File: src/rtl/commit_unit.sv
`default_nettype none
// ============================================================================
// Module   : commit_unit
// Brief    : In-order committer. Pairs each EX FIFO entry with the result of
//            the functional unit it was issued to, and drops wrong-path
//            entries using a branch epoch. COMMIT_INSTRET_EN enables the
//            64-bit retired-instruction counter.
// Revision : 1.0 - initial release
// ============================================================================
module commit_unit #(
  parameter int NUM_FU    = 2,
  parameter int XLEN      = 32,
  parameter int EX_DATA_W = 32
) (
  input  logic                           clk,
  input  logic                           rst,

  // EX FIFO entry
  input  logic                           exwb_tvalid,
  output logic                           exwb_tready,
  input  logic [NUM_FU-1:0]              exwb_fu_sel,
  input  logic                           exwb_epoch,
  input  logic                           exwb_rd_wen,
  input  logic [4:0]                     exwb_rd_addr,
  input  logic [EX_DATA_W-1:0]           exwb_ex_data,

  // functional-unit result channels
  input  logic [NUM_FU-1:0]              fuwb_tvalid,
  output logic [NUM_FU-1:0]              fuwb_tready,
  input  logic [NUM_FU-1:0][XLEN-1:0]    fuwb_result,
  input  logic [NUM_FU-1:0]              fuwb_taken,
  input  logic [NUM_FU-1:0][XLEN-1:0]    fuwb_new_pc,

  // register-file write-back
  output logic                           wbrf_tvalid,
  input  logic                           wbrf_tready,
  output logic [XLEN-1:0]                wbrf_wdata,
  output logic                           wbrf_rd_wen,
  output logic [4:0]                     wbrf_rd_addr,
  output logic [EX_DATA_W-1:0]           wbrf_ex_data,

  // PC-generator redirect
  output logic                           wbpcg_tvalid,
  input  logic                           wbpcg_tready,
  output logic [XLEN-1:0]                wbpcg_new_pc,

  output logic [63:0]                    instret
);

  generate
    if (NUM_FU < 2 || NUM_FU > 8) begin : g_num_fu_check
      $error("commit_unit: NUM_FU must be within 2..8");
    end
  endgenerate

  logic [NUM_FU-1:0] sel_onehot;
  logic              sel_hit;
  logic              sel_valid;
  logic              sel_taken;
  logic [XLEN-1:0]   sel_result;
  logic [XLEN-1:0]   sel_new_pc;
  logic              operand_ready;
  logic              out_free;
  logic              fire;
  logic              live;
  logic              commit;
  logic              redirect;
  logic              cur_epoch;

  logic                 rf_valid;
  logic [XLEN-1:0]      rf_wdata;
  logic                 rf_rd_wen;
  logic [4:0]           rf_rd_addr;
  logic [EX_DATA_W-1:0] rf_ex_data;
  logic                 pcg_valid;
  logic [XLEN-1:0]      pcg_new_pc;

  // x & -x isolates the lowest set bit, giving the winning channel one-hot.
  assign sel_onehot = exwb_fu_sel & (-exwb_fu_sel);
  assign sel_hit    = |exwb_fu_sel;
  assign sel_valid  = |(fuwb_tvalid & sel_onehot);
  assign sel_taken  = |(fuwb_taken & sel_onehot);

  always_comb begin
    sel_result = '0;
    sel_new_pc = '0;
    for (int i = 0; i < NUM_FU; i++) begin
      if (sel_onehot[i]) begin
        sel_result = fuwb_result[i];
        sel_new_pc = fuwb_new_pc[i];
      end
    end
  end

  assign operand_ready = !sel_hit || sel_valid;
  assign out_free      = (!rf_valid || wbrf_tready) && (!pcg_valid || wbpcg_tready);
  assign fire          = exwb_tvalid && operand_ready && out_free;
  assign live          = (exwb_epoch == cur_epoch);
  assign commit        = fire && live;
  assign redirect      = commit && sel_hit && sel_taken;

  assign exwb_tready = out_free && operand_ready;
  assign fuwb_tready = {NUM_FU{fire}} & sel_onehot;

  // Both slots are known free whenever fire is high, so a load never
  // overwrites an undelivered beat.
  always_ff @(posedge clk or posedge rst) begin
    if (rst) begin
      rf_valid  <= 1'b0;
      pcg_valid <= 1'b0;
      cur_epoch <= 1'b0;
    end else begin
      if (commit) begin
        rf_valid <= 1'b1;
      end else if (wbrf_tready) begin
        rf_valid <= 1'b0;
      end

      if (redirect) begin
        pcg_valid <= 1'b1;
      end else if (wbpcg_tready) begin
        pcg_valid <= 1'b0;
      end

      if (redirect) begin
        cur_epoch <= ~cur_epoch;
      end
    end
  end

  always_ff @(posedge clk or posedge rst) begin
    if (rst) begin
      rf_wdata   <= '0;
      rf_rd_wen  <= 1'b0;
      rf_rd_addr <= '0;
      rf_ex_data <= '0;
      pcg_new_pc <= '0;
    end else begin
      if (commit) begin
        rf_wdata   <= sel_hit ? sel_result : '0;
        rf_rd_wen  <= exwb_rd_wen;
        rf_rd_addr <= exwb_rd_addr;
        rf_ex_data <= exwb_ex_data;
      end
      if (redirect) begin
        pcg_new_pc <= sel_new_pc;
      end
    end
  end

  assign wbrf_tvalid  = rf_valid;
  assign wbrf_wdata   = rf_wdata;
  assign wbrf_rd_wen  = rf_rd_wen;
  assign wbrf_rd_addr = rf_rd_addr;
  assign wbrf_ex_data = rf_ex_data;
  assign wbpcg_tvalid = pcg_valid;
  assign wbpcg_new_pc = pcg_new_pc;

`ifdef COMMIT_INSTRET_EN
  logic [63:0] instret_count;

  always_ff @(posedge clk or posedge rst) begin
    if (rst) begin
      instret_count <= '0;
    end else if (commit) begin
      instret_count <= instret_count + 64'd1;
    end
  end

  assign instret = instret_count;
`else
  assign instret = '0;
`endif

endmodule

`default_nettype wire

File: config.mk
export PLATFORM = sky130hd
export DESIGN_NAME = commit_unit
export DESIGN_NICKNAME = d
export VERILOG_FILES = /design/src/rtl/commit_unit.sv
export SDC_FILE = /design/constraint.sdc
export NUM_CORES = 1
export LEC_CHECK = 0
export BUFFER_PORTS_ARGS = -buffer_cell sky130_fd_sc_hd__buf_4
export CORE_AREA = 10 10 126 128
export DETAILED_ROUTE_END_ITERATION = 7
export DIE_AREA = 0 0 136 138
export PLACE_DENSITY = 0.87
export SLEW_MARGIN = 10
export SYNTH_ARGS = -nofsm -noshare
export SYNTH_HDL_FRONTEND = slang
export SYNTH_SLANG_ARGS = --single-unit
File: constraint.sdc
create_clock -name clk -period 6.3 [get_ports clk]
set_clock_uncertainty 0.15 [all_clocks]
set_input_delay 0.945 -clock clk [delete_from_list [all_inputs] [get_ports clk]]
set_output_delay 0.945 -clock clk [all_outputs]
set_load 0.05 [all_outputs]
==> metrics.log, run 1 <==
[metrics] initial antenna violation count: 0
[metrics] maximum vdd ir drop: 0.000272 V
[metrics] cell with the largest stage delay on the worst path: sky130_fd_sc_hd__nor2b_4
[metrics] detail-routed net length per standard cell: 19.2 µm
[metrics] DP Worst Slack: 2440 ps
[metrics] biggest area consumer among synthesized cells: sky130_fd_sc_hd__dfrtp_1
[metrics] fill count: 1175
[metrics] count of clock tree sinks: 105
[metrics] power density cells: 545 nW/µm²
[metrics] wire length of the first global-routing pass: 25500 µm
[metrics] worst path bufs/invs: 2
[metrics] share of the cycle needed by the critical path after routing: 0.605
[metrics] number of setup violations in the final report: 0
[metrics] data required time at the worst endpoint: 5200 ps
[metrics] H-tree levels: 3
[metrics] number of non-filler instances in the completed layout: 903
[metrics] Root Buffer Master: sky130_fd_sc_hd__clkbuf_16
[metrics] number of flops mapped to enable cells by yosys: 0
[metrics] number of primary I/O pins: 349
[metrics] post-cts resize count: 0
[metrics] via count of the first global-routing pass: 4543
[metrics] Die Y-Extent: 138 µm
[metrics] total count of hold-check failures in the final report: 0
[metrics] crit path kind: in2out
[metrics] fmax: 263 MHz
[metrics] Core Rows: 43
[metrics] overall overflow remaining after global route: 0
[metrics] final RePlAce weighted congestion: 0.868
[metrics] Max Cap Viol: 0
[metrics] count of unique library cells instantiated by Yosys: 26
[metrics] biggest area contributors in the synthesized netlist: sky130_fd_sc_hd__dfrtp_1 (49%), sky130_fd_sc_hd__mux2_2 (14%), sky130_fd_sc_hd__buf_4 (9.9%), sky130_fd_sc_hd__mux2_4 (8.1%), sky130_fd_sc_hd__a22o_1 (5.2%)
[metrics] via count of the routed design: 4205
[metrics] result of the run: finished clean
[metrics] worst-path cell chain: buf_4 > nor2b_4 > nor2b_4 > nor2_1 > buf_4
[metrics] Yosys warning count: 0
[metrics] leading cell types by count after synthesis: sky130_fd_sc_hd__dfrtp_1 (105), sky130_fd_sc_hd__buf_4 (71), sky130_fd_sc_hd__mux2_2 (67)
[metrics] Leak Pwr: 3.89 nW
[metrics] iteration-0 DRC count of the detailed router: 194
[metrics] kind of cell with the highest combined delay on the critical path: simple AND/OR/NAND/NOR gates
[metrics] dpl hpwl: 13800 µm
[metrics] synthesized flop and latch total: 105
[metrics] clk buf depth: 2
[metrics] final worst-path setup slack: 2490 ps
[metrics] # nets final: 896
[metrics] post-route DRC violation count: 0
[metrics] placed cell count: 887
[metrics] Tightest Hold Check Type: reg2reg
[metrics] worst hold path startpoint: wbrf_wdata[25]
[metrics] proportion of layout cells with a drive suffix above 1: 0.560
[metrics] commonest register cell after synthesis: sky130_fd_sc_hd__dfrtp_1
[metrics] measured slew at the worst slew-check pin: 868 ps
[metrics] Vias/cell: 4.66
[metrics] critical path launch point type: input pin
[metrics] Routed WL: 17300 µm
[metrics] TritonCTS clock tree: built
[metrics] Post-CTS Hold Fix Bufs: 0
[metrics] sequential area share after synthesis: 0.488
[metrics] most repeated cell in the gate-level netlist after synthesis: sky130_fd_sc_hd__dfrtp_1
[metrics] Synth Cell Area: 5390 µm²
[metrics] Initial Utilization: 0.399
[metrics] setup repair after global routing missed its margin: false
[metrics] number of CTS-inserted buffers: 9
[metrics] critical path data arrival time: 2710 ps
[metrics] die area: 18800 µm²
[metrics] final-layout worst hold slack: 340 ps
[metrics] total negative slack for setup checks: 0 ps
[metrics] Post-Synthesis Mean Instance Area: 12.0 µm²
[metrics] Post-synth ARST share: 1.00
[metrics] Total Routing Usage GR: 0.172
[metrics] count of buffers from port buffering: 284
[metrics] 1st-pass router iterations: 4
[metrics] headroom to the max-slew limit: 0.420
[metrics] Chip Width: 136 µm
[metrics] Final Max Tran Viols: 0
[metrics] source-to-sink clock delay at the later pin of the worst-skew pair: 340 ps
[metrics] launch point of the critical path: exwb_fu_sel[1]
[metrics] area delta synth->final: 42.3%
[metrics] area of the core: 13500 µm²
[metrics] power consumption: 4.18 mW
[metrics] ANT cells: 0
[metrics] sort of element at the end of the critical path: output port
[metrics] largest fanout on the critical path: 35
[metrics] Synth Instances: 449
[metrics] post-route ant nets: 0
[metrics] area share of the largest cell type after synthesis: 0.488
[metrics] FF-to-FF Start: wbrf_tvalid
[metrics] Worst path max stage delay: 770 ps
[metrics] post-CTS clock slew at the launch and capture registers of the worst setup and hold paths: 70 ps
[metrics] count of buffers added by post-CTS timing repair for setup: 0
[metrics] final critical-path required period: 3810 ps
[metrics] pin count of the biggest net entering global routing: 57
==> stage by stage <==
step                utilization  instance area [µm²]
floorplan                     -                 5620
global placement          0.547                 7380
detailed placement        0.547                 7380
CTS                       0.567                 7660
global route              0.567                 7660
finish                    0.567                 7660
==> cell families (layout without fill, tap and decap cells) <==
| group | Yosys count | after routing | share of synthesized area |
|---|---|---|---|
| mux | 102 | 102 | 0.234 |
| compound gates | 67 | 67 | 0.0862 |
| simple gates | 77 | 77 | 0.0667 |
| buf+inv | 95 | 306 | 0.122 |
| other cells | 1 | 64 | 0.000696 |
| xor+xnor | 2 | 2 | 0.00325 |
| flops | 105 | 105 | 0.488 |
==> worst register-to-register path, delay by kind of cell, from the launching register on <==
family | cells | cell delay [ps]
and+or+nand+nor | 3 | 1170
buffers and inverters | 1 | 360
muxes | 1 | 440
DFF | 1 | 390
==> sequential cells by signal (all words and copies together), names as in the netlist <==
name and cells:
wbpcg_tvalid 1, wbrf_ex_data 32, cur_epoch 1, wbrf_wdata 32, wbpcg_new_pc 32, wbrf_rd_wen 1
wbrf_rd_addr 5, wbrf_tvalid 1
==> final timing paths <==
kind                             endpoint  slack (ps)  depth (start not counted)
min in group asynchronous   wbrf_wdata[6]         530                          2
hold reg to reg            wbrf_wdata[25]         340                          1
max in group asynchronous  wbrf_wdata[15]        4260                          3
hold / removal             wbrf_wdata[25]         340                          1
setup / recovery              exwb_tready        2490                          5
setup reg to reg           wbrf_wdata[30]        3670                          5
==> placed cells by master (no fill, tap or decap), drive strengths merged <==
cell type / n
mux2: 102
buf: 288
xor2: 2
dfrtp: 105
nor3: 1
conb: 64
a22oi: 1
a22o: 32
nand4: 1
clkbuf: 11
nor2: 3
o41ai: 1
clkinvlp: 2
nand2: 65
inv: 4
o31ai: 1
nor4: 1
o21ai: 32
nand3: 1
clkinv: 1
nor2b: 2
nand2b: 3
==> cell type report <==
class / instances / area (µm²) / area share
Clock inverter: 5 / 37.5 / 0.00490
Timing Repair Buffer: 288 / 2170 / 0.284
Multi-Input combinational cell: 312 / 2340 / 0.306
Sequential cell: 105 / 2630 / 0.343
Tap cell: 180 / 225 / 0.0294
Clock buffer: 11 / 243 / 0.0317
Inverter: 2 / 10.0 / 0.00131
==> power breakdown <==
| part | switching [mW] | total, mW | internal (mW) |
|---|---|---|---|
| combinational | 1.63 | 2.46 | 0.825 |
| clock | 0.255 | 0.537 | 0.282 |
| sequential | 0.184 | 1.18 | 0.997 |
| total | 2.07 | 4.18 | 2.10 |
==> per-layer routing <==
layer | wire [µm] | up-vias | global-route usage
li1 | - | 1959 | -
met2 | 9100 | 179 | 0.307
met5 | 0 | - | 0
met1 | 6100 | 2040 | 0.178
met3 | 1710 | 27 | 0.0656
met4 | 396 | 0 | 0.0617
No activity file was read; power rests on OpenSTA's default activity.
==> inputs of run 2 (changes only) <==
- ABC_AREA: unset -> 1
- CORE_AREA: 10 10 126 128 -> 10 10 128 130
- DIE_AREA: 0 0 136 138 -> 0 0 138 140
- clock period: 6.3 -> 3.8 ns (I/O delays scaled with it)
==> run 2 against run 1 <==
Design area is 2.8% higher. Critical endpoint is now fuwb_tready[0]. First-iteration DRC count is 97% higher. Sequential power is 60% higher. Wire length is 20% higher. Die area is 2.9% higher. Total power is 58% higher. Worst hold slack worse by 120 ps. Area after synthesis is 4.1% higher. Clock power is 64% higher. Largest cell class unchanged. Core utilization is 0.45 points higher.
==> metrics.log, run 2 <==
[metrics] biggest area contributors in the synthesized netlist: sky130_fd_sc_hd__dfrtp_1 (47%), sky130_fd_sc_hd__nand2_1 (23%), sky130_fd_sc_hd__nand3_1 (12%), sky130_fd_sc_hd__buf_4 (8.7%), sky130_fd_sc_hd__nand4_1 (3.8%) (was sky130_fd_sc_hd__dfrtp_1 (49%), sky130_fd_sc_hd__mux2_2 (14%), sky130_fd_sc_hd__buf_4 (9.9%), sky130_fd_sc_hd__mux2_4 (8.1%), sky130_fd_sc_hd__a22o_1 (5.2%))
[metrics] H-tree levels: 3 (unchanged)
[metrics] count of unique library cells instantiated by Yosys: 14 (was 26)
[metrics] fill count: 1241 (was 1175)
[metrics] final-layout worst hold slack: 221 ps (was 340 ps)
[metrics] Post-CTS Hold Fix Bufs: 0 (unchanged)
[metrics] dpl hpwl: 15800 µm (was 13800 µm)
[metrics] synthesized flop and latch total: 105 (unchanged)
[metrics] Total Routing Usage GR: 0.199 (was 0.172)
[metrics] cell with the largest stage delay on the worst path: sky130_fd_sc_hd__nor3_4 (was sky130_fd_sc_hd__nor2b_4)
[metrics] via count of the routed design: 5815 (was 4205)
[metrics] count of clock tree sinks: 105 (unchanged)
[metrics] leading cell types by count after synthesis: sky130_fd_sc_hd__nand2_1 (343), sky130_fd_sc_hd__nand3_1 (136), sky130_fd_sc_hd__dfrtp_1 (105) (was sky130_fd_sc_hd__dfrtp_1 (105), sky130_fd_sc_hd__buf_4 (71), sky130_fd_sc_hd__mux2_2 (67))
[metrics] fraction of synthesized area in multiplexers: 0 (was 0.234)
[metrics] fmax: 385 MHz
[metrics] number of CTS-inserted buffers: 9 (unchanged)
[metrics] Leak Pwr: 4.62 nW (was 3.89 nW)
[metrics] Max Cap Viol: 0 (unchanged)
[metrics] Initial Utilization: 0.407 (was 0.399)
[metrics] Chip Width: 138 µm (was 136 µm)
[metrics] Synth Area in Simple Gates: 0.395 (was 0.0667)
[metrics] measured slew at the worst slew-check pin: 732 ps (was 868 ps)
[metrics] Post-Synthesis Mean Instance Area: 7.44 µm² (was 12.0 µm²)
[metrics] Vias/cell: 4.90 (was 4.66)
[metrics] critical path data arrival time: 1880 ps (was 2710 ps)
[metrics] total count of hold-check failures in the final report: 0 (unchanged)
[metrics] data required time at the worst endpoint: 3080 ps (was 5200 ps)
[metrics] final RePlAce weighted congestion: 0.857 (was 0.868)
[metrics] Post-synth ARST share: 1.00 (unchanged)
[metrics] maximum vdd ir drop: 0.000363 V (was 0.000272 V)
[metrics] headroom to the max-slew limit: 0.512 (was 0.420)
[metrics] Synth Instances: 753 (was 449)
[metrics] Final Max Tran Viols: 0 (unchanged)
[metrics] worst path bufs/invs: 3 (was 2)
[metrics] Core Rows: 43 (unchanged)
[metrics] Tightest Hold Check Type: in2async (was reg2reg)
[metrics] FF-to-FF Start: wbrf_tvalid (unchanged)
[metrics] area of the core: 13800 µm² (was 13500 µm²)
[metrics] initial antenna violation count: 0 (unchanged)
[metrics] post-CTS clock slew at the launch and capture registers of the worst setup and hold paths: 70 ps (about the same)
[metrics] ANT cells: 0 (unchanged)
[metrics] commonest register cell after synthesis: sky130_fd_sc_hd__dfrtp_1 (unchanged)
[metrics] setup repair after global routing missed its margin: false (unchanged)
[metrics] number of non-filler instances in the completed layout: 1186 (was 903)
[metrics] largest family of logic cells by synthesized area: simple AND/OR/NAND/NOR gates (was multiplexers)
[metrics] largest fanout on the critical path: 20 (was 35)
[metrics] Routed WL: 20800 µm (was 17300 µm)
[metrics] Worst path max stage delay: 350 ps (was 770 ps)
[metrics] most common cell after layout, fill and taps aside: sky130_fd_sc_hd__nand2_1 (was sky130_fd_sc_hd__buf_4)
[metrics] total negative slack for setup checks: 0 ps (unchanged)
[metrics] source-to-sink clock delay at the later pin of the worst-skew pair: 340 ps (about the same)
[metrics] TritonCTS clock tree: built (unchanged)
[metrics] crit path kind: in2out (unchanged)
[metrics] most repeated cell in the gate-level netlist after synthesis: sky130_fd_sc_hd__nand2_1 (was sky130_fd_sc_hd__dfrtp_1)
[metrics] area share of xor/xnor cells in the synthesized design: 0.00156 (was 0.00325)
[metrics] sequential area share after synthesis: 0.469 (was 0.488)
[metrics] power density cells: 838 nW/µm² (was 545 nW/µm²)
[metrics] most frequent cells in the layout: sky130_fd_sc_hd__nand2_1 (342), sky130_fd_sc_hd__buf_4 (293), sky130_fd_sc_hd__nand3_1 (136) (was sky130_fd_sc_hd__buf_4 (287), sky130_fd_sc_hd__dfrtp_1 (105), sky130_fd_sc_hd__mux2_2 (67))
[metrics] overall overflow remaining after global route: 0 (unchanged)
[metrics] number of setup violations in the final report: 0 (unchanged)
[metrics] count of buffers from port buffering: 284 (unchanged)
[metrics] via count of the first global-routing pass: 5692 (was 4543)
[metrics] area share of the largest cell type after synthesis: 0.469 (was 0.488)
[metrics] post-cts resize count: 0 (unchanged)
[metrics] final critical-path required period: 2600 ps
[metrics] Root Buffer Master: sky130_fd_sc_hd__clkbuf_16 (unchanged)
[metrics] Yosys warning count: 0 (unchanged)
[metrics] share of the cycle needed by the critical path after routing: 0.684
[metrics] placed cell count: 1171 (was 887)
[metrics] critical path launch point type: input pin (unchanged)
[metrics] iteration-0 DRC count of the detailed router: 382 (was 194)
[metrics] die area: 19300 µm² (was 18800 µm²)
[metrics] detail-routed net length per standard cell: 17.5 µm (was 19.2 µm)
[metrics] synthesized-area fraction occupied by adder cells: 0 (unchanged)
[metrics] launch point of the critical path: exwb_fu_sel[1] (unchanged)
[metrics] biggest area consumer among synthesized cells: sky130_fd_sc_hd__dfrtp_1 (unchanged)
[metrics] 1st-pass router iterations: 4 (unchanged)
[metrics] area delta synth->final: 40.5% (was 42.3%)
[metrics] post-route ant nets: 0 (unchanged)
[metrics] Die Y-Extent: 140 µm (was 138 µm)
[metrics] # nets final: 1180 (was 896)
[metrics] result of the run: finished clean (unchanged)
[metrics] wire length of the first global-routing pass: 31400 µm (was 25500 µm)
[metrics] Synth Cell Area: 5610 µm² (was 5390 µm²)
[metrics] number of primary I/O pins: 349 (unchanged)
[metrics] kind of cell with the highest combined delay on the critical path: simple AND/OR/NAND/NOR gates (unchanged)
[metrics] power consumption: 6.60 mW (was 4.18 mW)
[metrics] clk buf depth: 2 (unchanged)
[metrics] worst-path cell chain: buf_4 > nand2_1 > nor2_1 > nor3_4 > inv_1 > nor2_1 > buf_4 (was buf_4 > nor2b_4 > nor2b_4 > nor2_1 > buf_4)
[metrics] area fraction in compound gates after synthesis: 0 (was 0.0862)
[metrics] proportion of layout cells with a drive suffix above 1: 0.313 (was 0.560)
[metrics] pin count of the biggest net entering global routing: 68 (was 57)
[metrics] sort of element at the end of the critical path: output port (unchanged)
[metrics] count of buffers added by post-CTS timing repair for setup: 0 (unchanged)
[metrics] number of flops mapped to enable cells by yosys: 0 (unchanged)
[metrics] post-route DRC violation count: 0 (unchanged)
## run 2: stage by stage
step / cell area (µm²) / setup WS [ps] / utilization
final: 7880 / 1200 / 0.572
after global routing: 7880 / 1140 / 0.572
after global placement: 7600 / 1170 / 0.552
after CTS: 7880 / 1170 / 0.572
after detailed placement: 7600 / 1080 / 0.552
after floorplan: 5840 / 319 / -
## run 2: area by class of cell
type                            instances  area, µm²  area share
Tap cell                              180        225      0.0286
Clock buffer                           11        253      0.0321
Sequential cell                       105       2630       0.334
Clock inverter                          4       28.8     0.00365
Multi-Input combinational cell        583       2470       0.314
Inverter                                8       32.5     0.00413
Timing Repair Buffer                  295       2240       0.284
## run 2: worst paths after layout
kind / endpoint / slack (ps) / cells past startpoint
min in group clk: wbrf_ex_data[13] / 300 / 3
max: fuwb_tready[0] / 1200 / 7
max reg2reg: wbrf_ex_data[0] / 1660 / 7
min: wbrf_ex_data[18] / 220 / 2
max in group asynchronous: wbrf_ex_data[27] / 2580 / 3
min reg2reg: wbrf_wdata[5] / 320 / 2
## run 2: where the power goes
part	switching, mW	total [mW]	internal [mW]
combinational	2.82	3.83	1.01
clock	0.405	0.882	0.477
sequential	0.289	1.89	1.60
total	3.52	6.60	3.09
## run 2: cells by family after synthesis
logic type | count (synthesis)
xor+xnor | 1
other cells | 1
buf+inv | 128
simple gates | 518
flops | 105
## run 2: routing by layer
layer | share of wire | global-route usage
met5 | 0 | 0
met1 | 0.39 | 0.232
met3 | 0.085 | 0.0598
met2 | 0.50 | 0.339
met4 | 0.020 | 0.0738
==> inputs of run 3 (changes only) <==
- CORE_AREA: 10 10 128 130 -> unset
- CORE_MARGIN: unset -> 10
- CORE_UTILIZATION: unset -> 39
- DIE_AREA: 0 0 138 140 -> unset
- clock period: 3.8 -> 2.33 ns (I/O delays scaled with it)
==> run 3 against run 2 <==
Global-route usage decreased by 0.65 points. Via count grew 1.0%. Die area increased by 1.3%. Design area grew 1.4%. Core utilization decreased by 0.075 points. Worst hold slack worse by 200 ps. Highest routed layer unchanged. Final cell count increased by 0.42%. Critical path type is now reg2out. Critical path depth is 1 lower. First-iteration DRC count shrank 9.4%. Combinational power grew 64%. Critical endpoint is now fuwb_tready[1]. Sequential share of layout area shrank 0.47 points.
==> metrics.log, run 3 (same netlist as run 2, synthesis figures left out) <==
[metrics] 1st-pass router iterations: 6 (was 4)
[metrics] number of primary I/O pins: 349 (unchanged)
[metrics] largest fanout on the critical path: 2 (was 20)
[metrics] cell depth of the worst flop-to-flop path: 9 (was 7)
[metrics] post-route DRC violation count: 0 (unchanged)
[metrics] number of setup violations in the final report: 0 (unchanged)
[metrics] maximum vdd ir drop: 0.000612 V (was 0.000363 V)
[metrics] Final Max Tran Viols: 0 (unchanged)
[metrics] number of non-filler instances in the completed layout: 1191 (was 1186)
[metrics] data required time at the worst endpoint: 1830 ps (was 3080 ps)
[metrics] via count of the first global-routing pass: 5835 (was 5692)
[metrics] result of the run: finished clean (unchanged)
[metrics] cell with the largest stage delay on the worst path: sky130_fd_sc_hd__dfrtp_1 (was sky130_fd_sc_hd__nor3_4)
[metrics] wire length of the first global-routing pass: 31100 µm (was 31400 µm)
[metrics] post-route ant nets: 0 (unchanged)
[metrics] final critical-path required period: 2170 ps
[metrics] total net switching power: 5.79 mW (was 3.52 mW)
[metrics] Routed WL: 20000 µm (was 20800 µm)
[metrics] sort of element at the end of the critical path: output port (unchanged)
[metrics] final worst-path setup slack: 160 ps (was 1200 ps)
[metrics] area of the core: 14000 µm² (was 13800 µm²)
[metrics] proportion of power drawn by flip-flops and latches: 0.278 (was 0.286)
[metrics] setup repair after global routing missed its margin: false (unchanged)
[metrics] final-layout worst hold slack: 17.4 ps (was 221 ps)
[metrics] clk buf depth: 2 (unchanged)
[metrics] launch point of the critical path: wbrf_tvalid (was exwb_fu_sel[1])
[metrics] total count of hold-check failures in the final report: 0 (unchanged)
[metrics] power density cells: 1380 nW/µm² (was 838 nW/µm²)
[metrics] count of buffers from port buffering: 284 (unchanged)
[metrics] total negative slack for setup checks: 0 ps (unchanged)
[metrics] detail-routed net length per standard cell: 16.8 µm (was 17.5 µm)
[metrics] die area: 19600 µm² (was 19300 µm²)
[metrics] measured slew at the worst slew-check pin: 697 ps (was 732 ps)
[metrics] count of clock tree sinks: 105 (unchanged)
[metrics] number of CTS-inserted buffers: 9 (unchanged)
[metrics] most frequent cells in the layout: sky130_fd_sc_hd__nand2_1 (342), sky130_fd_sc_hd__buf_4 (294), sky130_fd_sc_hd__nand3_1 (136) (was sky130_fd_sc_hd__nand2_1 (342), sky130_fd_sc_hd__buf_4 (293), sky130_fd_sc_hd__nand3_1 (136))
[metrics] source-to-sink clock delay at the later pin of the worst-skew pair: 340 ps (about the same)
[metrics] ANT cells: 0 (unchanged)
[metrics] flop2flop setup slack: 370 ps (was 1660 ps)
[metrics] via count of the routed design: 5875 (was 5815)
[metrics] # nets final: 1184 (was 1180)
[metrics] post-CTS clock slew at the launch and capture registers of the worst setup and hold paths: 70 ps (about the same)
[metrics] Leak Pwr: 4.67 nW (was 4.62 nW)
[metrics] Cell Int Power: 5.25 mW (was 3.09 mW)
[metrics] critical path data arrival time: 1670 ps (was 1880 ps)
[metrics] DP Worst Slack: 211 ps (was 1080 ps)
[metrics] net switching share of the total power: 0.524 (was 0.533)
[metrics] Tightest Hold Check Type: in2async (unchanged)
[metrics] Total Routing Usage GR: 0.193 (was 0.199)
[metrics] iteration-0 DRC count of the detailed router: 346 (was 382)
[metrics] capturing element of the worst setup path: fuwb_tready[1] (was fuwb_tready[0])
[metrics] Worst path max stage delay: 400 ps (was 350 ps)
[metrics] initial antenna violation count: 0 (unchanged)
[metrics] Crit Reg-Reg Endpoint: wbrf_ex_data[0] (unchanged)
[metrics] headroom to the max-slew limit: 0.535 (was 0.512)
[metrics] Root Buffer Master: sky130_fd_sc_hd__clkbuf_16 (unchanged)
[metrics] Vias/cell: 4.93 (was 4.90)
[metrics] critical path launch point type: register (was input pin)
[metrics] worst-path cell chain: nand2_1 > nand3_1 > nor3_4 > inv_1 > nor2_2 > buf_6 (was buf_4 > nand2_1 > nor2_1 > nor3_4 > inv_1 > nor2_1 > buf_4)
[metrics] most common cell after layout, fill and taps aside: sky130_fd_sc_hd__nand2_1 (unchanged)
[metrics] dpl hpwl: 15500 µm (was 15800 µm)
[metrics] area delta synth->final: 42.5% (was 40.5%)
[metrics] share of the cycle needed by the critical path after routing: 0.931
[metrics] placed cell count: 1174 (was 1171)
[metrics] FF-to-FF Start: wbrf_tvalid (unchanged)
[metrics] Max Cap Viol: 0 (unchanged)
[metrics] TritonCTS clock tree: built (unchanged)
[metrics] pin count of the biggest net entering global routing: 106 (was 68)
[metrics] overall overflow remaining after global route: 0 (unchanged)
[metrics] Die Y-Extent: 140 µm (about the same)
[metrics] Chip Width: 140 µm (was 138 µm)
[metrics] Comb power frac: 0.571 (was 0.581)
[metrics] H-tree levels: 3 (unchanged)
[metrics] crit path kind: reg2out (was in2out)
[metrics] final RePlAce weighted congestion: 0.835 (was 0.857)
[metrics] Final Util: 0.571 (was 0.572)
[metrics] part of the power in the clock network: 0.150 (was 0.134)
[metrics] Core Rows: 43 (unchanged)
[metrics] proportion of layout cells with a drive suffix above 1: 0.318 (was 0.313)
[metrics] fmax: 461 MHz
[metrics] Initial Utilization: 0.401 (was 0.407)
[run 3: critical path: cells and delay by family, from the launching register on]
kind / cells / cell delay, ps
flip-flops: 1 / 400
AND/OR/NAND/NOR: 4 / 630
buffers and inverters: 2 / 290
[run 3: stage by stage]
| stage | total power [mW] | instance area (µm²) |
|---|---|---|
| after floorplan | 7.35 | 5850 |
| after global placement | 9.30 | 7650 |
| after detailed placement | 9.42 | 7650 |
| after CTS | 11.1 | 7980 |
| after global routing | 11.6 | 7990 |
| final | 11.0 | 7990 |
[run 3: cell type report]
| type | count | area [µm²] |
|---|---|---|
| Clock buffer | 9 | 225 |
| Clock inverter | 7 | 104 |
| Fill cell | 1321 | 6000 |
| Inverter | 8 | 33.8 |
| Multi-Input combinational cell | 583 | 2480 |
| Sequential cell | 105 | 2630 |
| Tap cell | 180 | 225 |
| Timing Repair Buffer | 299 | 2300 |
[run 3: layer usage]
layer | GRT usage | up-vias | part of all wire
met3 | 0.0589 | 36 | 0.084
met5 | 0 | - | 0
met4 | 0.0799 | 0 | 0.028
met1 | 0.224 | 2764 | 0.38
met2 | 0.323 | 282 | 0.51
li1 | - | 2793 | -
[run 3: worst min path at each step]
| stage | from | cells after the start | to |
|---|---|---|---|
| floorplan | cur_epoch | 2 | cur_epoch |
| global placement | wbrf_ex_data[25] | 2 | wbrf_ex_data[25] |
| detailed placement | wbrf_wdata[2] | 2 | wbrf_wdata[2] |
| CTS | rst | 3 | wbrf_ex_data[6] |
| global route | rst | 3 | wbrf_ex_data[21] |
| finish | rst | 3 | wbrf_ex_data[23] |
[run 3: power groups by stage]
stage          Clock (mW)  Sequential, mW  Combinational, mW
5_1_grt              1.77            3.16               6.66
4_1_cts              1.69            3.07               6.34
2_1_floorplan           0            5.77               1.59
3_3_place_gp            0            3.06               6.24
6_report             1.66            3.07               6.30
3_5_place_dp            0            3.09               6.33
[run 3: repair_timing]
| item | in CTS | in global routing |
|---|---|---|
| setup endpoints to repair | 1 | 1 |
| pin swaps | 1 | 0 |
| resized for setup | 0 | 2 |
| buffers inserted | 1 | 0 |
| hold buffers | 0 | 0 |
